--- config.mk ---
export PLATFORM = sky130hd
export DESIGN_NAME = kia_scan_decoder
export DESIGN_NICKNAME = d
export VERILOG_FILES = /design/src/rtl/kia_scan_decoder.sv
export SDC_FILE = /design/constraint.sdc
export NUM_CORES = 1
export LEC_CHECK = 0
export ABC_AREA = 1
export BUFFER_PORTS_ARGS = -buffer_cell sky130_fd_sc_hd__buf_2
export CORE_ASPECT_RATIO = 1.25
export CORE_MARGIN = 2
export CORE_UTILIZATION = 40
export CTS_BUF_LIST = sky130_fd_sc_hd__clkbuf_4
export CTS_CLUSTER_DIAMETER = 100
export CTS_CLUSTER_SIZE = 40
export DETAILED_ROUTE_END_ITERATION = 8
export MAX_ROUTING_LAYER = met4
export PLACE_DENSITY = 0.67
export SLEW_MARGIN = 20
export SYNTH_ARGS = -nofsm -noshare
export SYNTH_HDL_FRONTEND = slang
export SYNTH_SLANG_ARGS = --single-unit
export TNS_END_PERCENT = 5
--- constraint.sdc ---
create_clock -name CLK_I -period 1.55 [get_ports CLK_I]
set_clock_uncertainty 0.1 [all_clocks]
set_input_delay 0.31 -clock CLK_I [delete_from_list [all_inputs] [get_ports CLK_I]]
set_output_delay 0.31 -clock CLK_I [all_outputs]
set_load 0.02 [all_outputs]
--- src/rtl/kia_scan_decoder.sv ---
// KIA queue Wishbone poller folding PS/2 set-2 E0/F0 prefixes into key events; optional bus timeout under PS2DEC_TIMEOUT_EN.
// Each byte costs STAT+DATA+POP bus cycles plus one decode cycle; a pending unaccepted event stalls polling (KIA queue backpressures).
module kia_scan_decoder #(
    parameter int unsigned POLL_GAP       = 4,
    parameter int unsigned TIMEOUT_CYCLES = 16
) (
    input  logic       CLK_I,
    input  logic       RES_I,
    output logic       CYC_O,
    output logic       STB_O,
    output logic       WE_O,
    output logic       ADR_O,
    output logic [7:0] DAT_O,
    input  logic [7:0] DAT_I,
    input  logic       ACK_I,
    output logic       EV_VALID_O,
    input  logic       EV_READY_I,
    output logic [7:0] EV_CODE_O,
    output logic       EV_BREAK_O,
    output logic       EV_EXT_O,
    output logic       ERR_O
);

    localparam int CW = $clog2(POLL_GAP + 2);

    typedef enum logic [2:0] {
        S_GAP,
        S_STAT,
        S_DATA,
        S_POP,
        S_TURN,
        S_DEC
    } state_t;

    state_t          state, state_nxt;
    state_t          after, after_nxt;
    logic [CW-1:0]   gap_cnt, gap_cnt_nxt;
    logic [7:0]      byte_q;
    logic            ext_q, brk_q;
    logic            in_bus;
    logic            bus_nxt;
    logic            timeout_hit;

    assign in_bus  = (state == S_STAT) || (state == S_DATA) || (state == S_POP);
    assign bus_nxt = (state_nxt == S_STAT) || (state_nxt == S_DATA) || (state_nxt == S_POP);
    assign DAT_O   = 8'h00;

    // TURN always follows a bus cycle; 'after' remembers where to go once the trailing ack has passed.
    always_comb begin
        state_nxt   = state;
        after_nxt   = after;
        gap_cnt_nxt = gap_cnt;
        case (state)
            S_GAP: begin
                if (gap_cnt > CW'(1)) begin
                    gap_cnt_nxt = gap_cnt - CW'(1);
                end else if (!EV_VALID_O) begin
                    state_nxt = S_STAT;
                end
            end
            S_STAT: begin
                if (ACK_I) begin
                    state_nxt = S_TURN;
                    if (DAT_I[0]) begin
                        after_nxt   = S_GAP;
                        gap_cnt_nxt = CW'(POLL_GAP);
                    end else begin
                        after_nxt = S_DATA;
                    end
                end
            end
            S_DATA: begin
                if (ACK_I) begin
                    state_nxt = S_TURN;
                    after_nxt = S_POP;
                end
            end
            S_POP: begin
                if (ACK_I) begin
                    state_nxt = S_TURN;
                    after_nxt = S_DEC;
                end
            end
            S_TURN: begin
                state_nxt = after;
            end
            S_DEC: begin
                state_nxt   = S_GAP;
                gap_cnt_nxt = '0;
            end
            default: begin
                state_nxt   = S_GAP;
                gap_cnt_nxt = CW'(POLL_GAP);
            end
        endcase
        if (timeout_hit) begin
            state_nxt   = S_TURN;
            after_nxt   = S_GAP;
            gap_cnt_nxt = CW'(POLL_GAP);
        end
    end

    always_ff @(posedge CLK_I) begin
        if (RES_I) begin
            state   <= S_GAP;
            after   <= S_GAP;
            gap_cnt <= CW'(POLL_GAP);
            CYC_O   <= 1'b0;
            STB_O   <= 1'b0;
            WE_O    <= 1'b0;
            ADR_O   <= 1'b0;
        end else begin
            state   <= state_nxt;
            after   <= after_nxt;
            gap_cnt <= gap_cnt_nxt;
            CYC_O   <= bus_nxt;
            STB_O   <= bus_nxt;
            WE_O    <= (state_nxt == S_POP);
            ADR_O   <= (state_nxt == S_DATA) || (state_nxt == S_POP);
        end
    end

    always_ff @(posedge CLK_I) begin
        if (RES_I) begin
            byte_q     <= 8'h00;
            ext_q      <= 1'b0;
            brk_q      <= 1'b0;
            EV_VALID_O <= 1'b0;
            EV_CODE_O  <= 8'h00;
            EV_EXT_O   <= 1'b0;
            EV_BREAK_O <= 1'b0;
        end else begin
            if (EV_VALID_O && EV_READY_I) begin
                EV_VALID_O <= 1'b0;
            end
            if ((state == S_DATA) && ACK_I) begin
                byte_q <= DAT_I;
            end
            if (timeout_hit) begin
                ext_q <= 1'b0;
                brk_q <= 1'b0;
            end else if (state == S_DEC) begin
                // Polling is held off while an event is pending, so DEC never overwrites one.
                if (byte_q == 8'hE0) begin
                    ext_q <= 1'b1;
                end else if (byte_q == 8'hF0) begin
                    brk_q <= 1'b1;
                end else begin
                    EV_CODE_O  <= byte_q;
                    EV_EXT_O   <= ext_q;
                    EV_BREAK_O <= brk_q;
                    EV_VALID_O <= 1'b1;
                    ext_q      <= 1'b0;
                    brk_q      <= 1'b0;
                end
            end
        end
    end

`ifdef PS2DEC_TIMEOUT_EN
    localparam int TW = $clog2(TIMEOUT_CYCLES + 1);

    logic [TW-1:0] to_cnt;
    logic          err_q;

    assign timeout_hit = in_bus && !ACK_I && (to_cnt == TW'(TIMEOUT_CYCLES - 1));
    assign ERR_O       = err_q;

    always_ff @(posedge CLK_I) begin
        if (RES_I) begin
            to_cnt <= '0;
            err_q  <= 1'b0;
        end else begin
            if (in_bus && !ACK_I && !timeout_hit) begin
                to_cnt <= to_cnt + TW'(1);
            end else begin
                to_cnt <= '0;
            end
            if (timeout_hit) begin
                err_q <= 1'b1;
            end
        end
    end
`else
    assign timeout_hit = 1'b0;
    assign ERR_O       = 1'b0;
`endif

endmodule
**Yosys cells after proc, flatten, opt, wreduce, memory -nomap -nowiden**

Index checks and enable logic that the tools add are counted.

- Bits in registers: 33
- Input bits: 12

- Add/sub/neg operators: 1
- $lt $le $gt $ge: 1
- Equality and inequality tests: 16
- Mux-type cells: 20
- Bitwise operators: 3
- Reduce and logical (&&, ||, !) cells: 14

Operators with widths:

| operator | count |
|---|---|
| $mux W3 | 9 |
| $pmux W3 S3 | 2 |
| $eq A8 B8 Y1 const B | 2 |
| $eq A3 B2 Y1 const B | 4 |
| $ne A2 B2 Y1 const B | 6 |
| $pmux W3 S4 | 1 |
| $reduce_and A4 Y1 | 2 |
| $mux W1 | 7 |
| $eq A3 B1 Y1 const B | 2 |
| $eq A3 B3 Y1 const B | 2 |
| $reduce_or A3 Y1 | 2 |
| $reduce_and A2 Y1 | 2 |
| $gt A3 B1 Y1 const B | 1 |
| $logic_not A3 Y1 | 1 |
| $logic_or A1 B1 Y1 | 3 |
| $not A1 Y1 | 3 |
| $reduce_and A3 Y1 | 1 |
| $reduce_bool A3 Y1 | 1 |
| $sub A3 B1 Y3 const B | 1 |
| $logic_and A1 B1 Y1 | 2 |
| $mux W2 | 1 |

**Logic depth before layout (Yosys ltp)**

- Word-level depth: 6
- Depth in mapped cells: 9
- Mapped depth without buffers: 9

**Least setup slack after synthesis**

No wires, ideal clock.

- Path type: register -> register
- From: register state[2]
- To: register byte_q[5]
- Arrival time: 1,038 ps
- Slack: 293 ps
- Stages on the path, launching flop included: 8
- Period minus slack after synthesis: 1,257 ps
- Path through: dfxtp_1 -> inv_2 -> nand2_1 -> inv_2 -> nand3_2 -> buf_6 -> o21ai_0 -> a21oi_1

- Longest elaborated chain between the ends: 2

Ends and longest elaborated chain:

| element | RTL line | text |
|---|---|---|
| from (decl) | 35 | `state_t state, state_nxt;` |
| from (signal assigned) | 113 | `state <= state_nxt;` |
| $eq A3 B2 Y1 | 136 | `if ((state == S_DATA) && ACK_I) begin` |
| $logic_and A1 B1 Y1 | 136 |  |
| to (signal assigned) | 125 | `byte_q <= 8'h00;` |
| to (signal assigned) | 137 | `byte_q <= DAT_I;` |
| to (decl) | 38 | `logic [7:0] byte_q;` |

No other way between the ends.
A chain may end at the register's enable or synchronous reset.

**Final worst setup path**

- From: register state[0]
- To: register ext_q

- Longest elaborated chain between the ends: 2

Ends and longest elaborated chain:

| element | RTL line | text |
|---|---|---|
| $eq A3 B3 Y1 | 142 | `end else if (state == S_DEC) begin` |
| $reduce_and A2 Y1 (no source line) | - |  |
| to (signal assigned) | 140 | `ext_q <= 1'b0;` |
| to (signal assigned) | 145 | `ext_q <= 1'b1;` |
| to (signal assigned) | 153 | `ext_q <= 1'b0;` |
| to (decl) | 39 | `logic ext_q, brk_q;` |

No other way between the ends.

==> run_results.csv <==
group,metric,value,unit
timing,maxSlewViolCount,0,
logic_synthesis,yosys_warnings,0,
logic_synthesis,yosysTopAreaCellShare,43.2,%
floorplan,io_pins,36,
timing,setup_ws,0.143,ns
power_and_ir_drop,pwr_density_cell,1190,nW/um^2
worst_setup_path,crit_slowest_cell,"dfxtp_1",
detailed_routing,initialDrtViolationCount,80,
floorplan,die_h,73.2,um
worst_setup_path,endpoint_kind,"register",
timing,hold_viol,0,
timing,hold_slack,0.120,ns
timing,rsz0062_at_grt,"yes",
placement,place_congestion,0.855,
worst_setup_path,crit_chain,"inv_2, nor3_4, buf_12, nand2_1, nand2_1, nor2_1",
clock_network,clk_latency,0.34,ns
logic_synthesis,ys_seq_area_share,43.2,%
floorplan,fp.dieArea,4340,sq um
power_and_ir_drop,ir_worst_vdd,0.581,mV
detailed_routing,ant_nets,0,
placement,place_ws,0.0457,ns
logic_synthesis,syn_inst,215,
final_layout,syn_to_final_growth,13.1,%
logic_synthesis,synth_area_leaders,"dfxtp_1 43%, nand2_1 9.8%, a21oi_1 8.2%",
timing,period_needed,1.41,ns
worst_setup_path,path_delay_family,"flip-flops",
final_layout,final_common_cell,"nand2_1",
worst_setup_path,path_max_fanout,24,
grt,grt_pass1_vias,1143,
grt,grt_pass1_wl,4710,um
logic_synthesis,syn_avg_cell_area,7.12,sq um
clock_network,root_buffer,"clkbuf_4",
logic_synthesis,synth.distinct_cells,24,
clock_network,clkSinkCount,33,
placement,portBuffers,26,
timing,setup_viol,0,
worst_setup_path,path_class,"register to register",
final_layout,layout_common_cells,"40 x nand2_1, 33 x dfxtp_1, 29 x nor2_1",
detailed_routing,via_per_inst,4.58,
worst_setup_path,cp_num_buf_inv,2,
final_layout,finalNonFillerCells,282,
grt,grt_start_max_net_pins,25,
detailed_routing,wl,2760,um
logic_synthesis,ys_ff_latch,33,
detailed_routing,wire_per_inst,9.79,um
grt,gr-total-overflow,0,
power_and_ir_drop,power,0.00205,W
grt,grt.total_usage,14.6,%
floorplan,start_util,41.1,%
clock_network,cts.path.max_buffers,2,
grt,antenna_found_initial,0,
clock_network,h-tree-depth,2,
final_layout,drive_above_1_share,19.0,%
timing,period_share,90.8,%
detailed_routing,dr_total_vias,1292,
detailed_routing,drc,0,
detailed_routing,firstDrtPassIters,6,
floorplan,core_area,3720,sq um
logic_synthesis,netlist_area,1530,sq um
run_status,status,"completed",
final_layout,final_net_count,254,
floorplan,fp.dieW,59.3,um
worst_setup_path,arrival,1.54,ns
clock_network,clk_pin_slew,0.11,ns
clock_network,cts_tree,"done",
worst_setup_path,max_stage_delay,0.46,ns
final_layout,antenna_cells,0,
worst_setup_path,cp-start-kind,"register",
run,maxCapViolations,0,
clock_network,cts_buffers,5,
worst_setup_path,path_common_cell,"nand2_1",
placement,dpl.cell_count,274,
hold_path,hp-class,"primary input to register",
placement,dp.final_hpwl,2020,um
timing,fmax,711,MHz
power_and_ir_drop,leakagePower,0.786,nW
logic_synthesis,yosys.area.top_type,"dfxtp_1",
worst_setup_path,required,1.68,ns
floorplan,rows,25,
worst min-delay path: stages:
cell     delay (ns)
buf_2          0.07
or2_2          0.09
a21oi_1        0.05
cells in the mapped netlist (all sizes together):
cell type and count:
dfxtp 33, ha 1, nand2 41, o21a 1, inv 28, a21oi 25, clkbuf 1, or2 1
o21ai 14, conb 1, nor2 31, nor3 1, nand3 19, xor2 1, buf 17
per-stage QoR:
| step | setup TNS [ns] | util, % | cell area, sq um |
|---|---|---|---|
| 5_1_grt | -0.0417 | 46.5 | 1730 |
| 2_1_floorplan | 0 | - | 1560 |
| 4_1_cts | 0 | 46.3 | 1720 |
| 3_5_place_dp | 0 | 44.2 | 1640 |
| 3_3_place_gp | 0 | 44.2 | 1640 |
| 6_report | 0 | 46.5 | 1730 |
cell families (layout without fill, tap and decap cells):
kind of cell | count (synthesis) | in the layout | synth area share [%]
AND/OR/NAND/NOR | 93 | 93 | 26.5
flip-flops | 33 | 33 | 43.2
XOR/XNOR | 1 | 1 | 0.572
other | 1 | 9 | 0.245
adder cells (fa/ha/maj) | 1 | 1 | 0.818
buffers and inverters | 46 | 65 | 15.5
AO/OA/AOI/OAI | 40 | 40 | 13.2
metal layers:
layer	GRT usage, %	vias up	wire length [um]
met5	-	-	0
met4	6.82	0	70
met3	4.96	10	140
met2	23.3	28	1300
met1	16.1	545	1250
li1	-	709	-
path summary, 6_finish.rpt:
| check | start | end | slack [ns] | cells after the start |
|---|---|---|---|---|
| worst max-delay path | state[0] | ext_q | 0.14 | 6 |
| worst min-delay path | EV_READY_I | EV_VALID_O | 0.12 | 3 |
| worst max register to register | state[0] | ext_q | 0.14 | 6 |
| worst min register to register | after[0] | after[0] | 0.37 | 2 |
layout make-up:
type / instances / area (sq um)
Clock buffer: 6 / 45.0
Clock inverter: 2 / 33.8
Fill cell: 399 / 1990
Inverter: 28 / 105
Multi-Input combinational cell: 144 / 671
Sequential cell: 33 / 661
Tap cell: 40 / 50.0
Timing Repair Buffer: 29 / 165
sequential cells by signal, indices dropped and copies added, names as in the netlist:
name and count:
STB_O 1, brk_q 1, byte_q 8, gap_cnt 3
EV_VALID_O 1, after 3, WE_O 1, EV_EXT_O 1
ext_q 1, state 3, EV_CODE_O 8, ADR_O 1
EV_BREAK_O 1
timing repair:
| item | CTS | global route |
|---|---|---|
| endpoints found under the setup margin | 0 | 11 |
| buffers inserted | 0 | 0 |
| hold buffers | 0 | 0 |
| gates resized for setup | 0 | 3 |
power by group:
group | internal [W] | switching, W | total (W)
Sequential | 0.000909 | 0.0000434 | 0.000953
Combinational | 0.000168 | 0.000291 | 0.000460
Clock | 0.000353 | 0.000287 | 0.000640
Power figures use the tool's default switching activity.
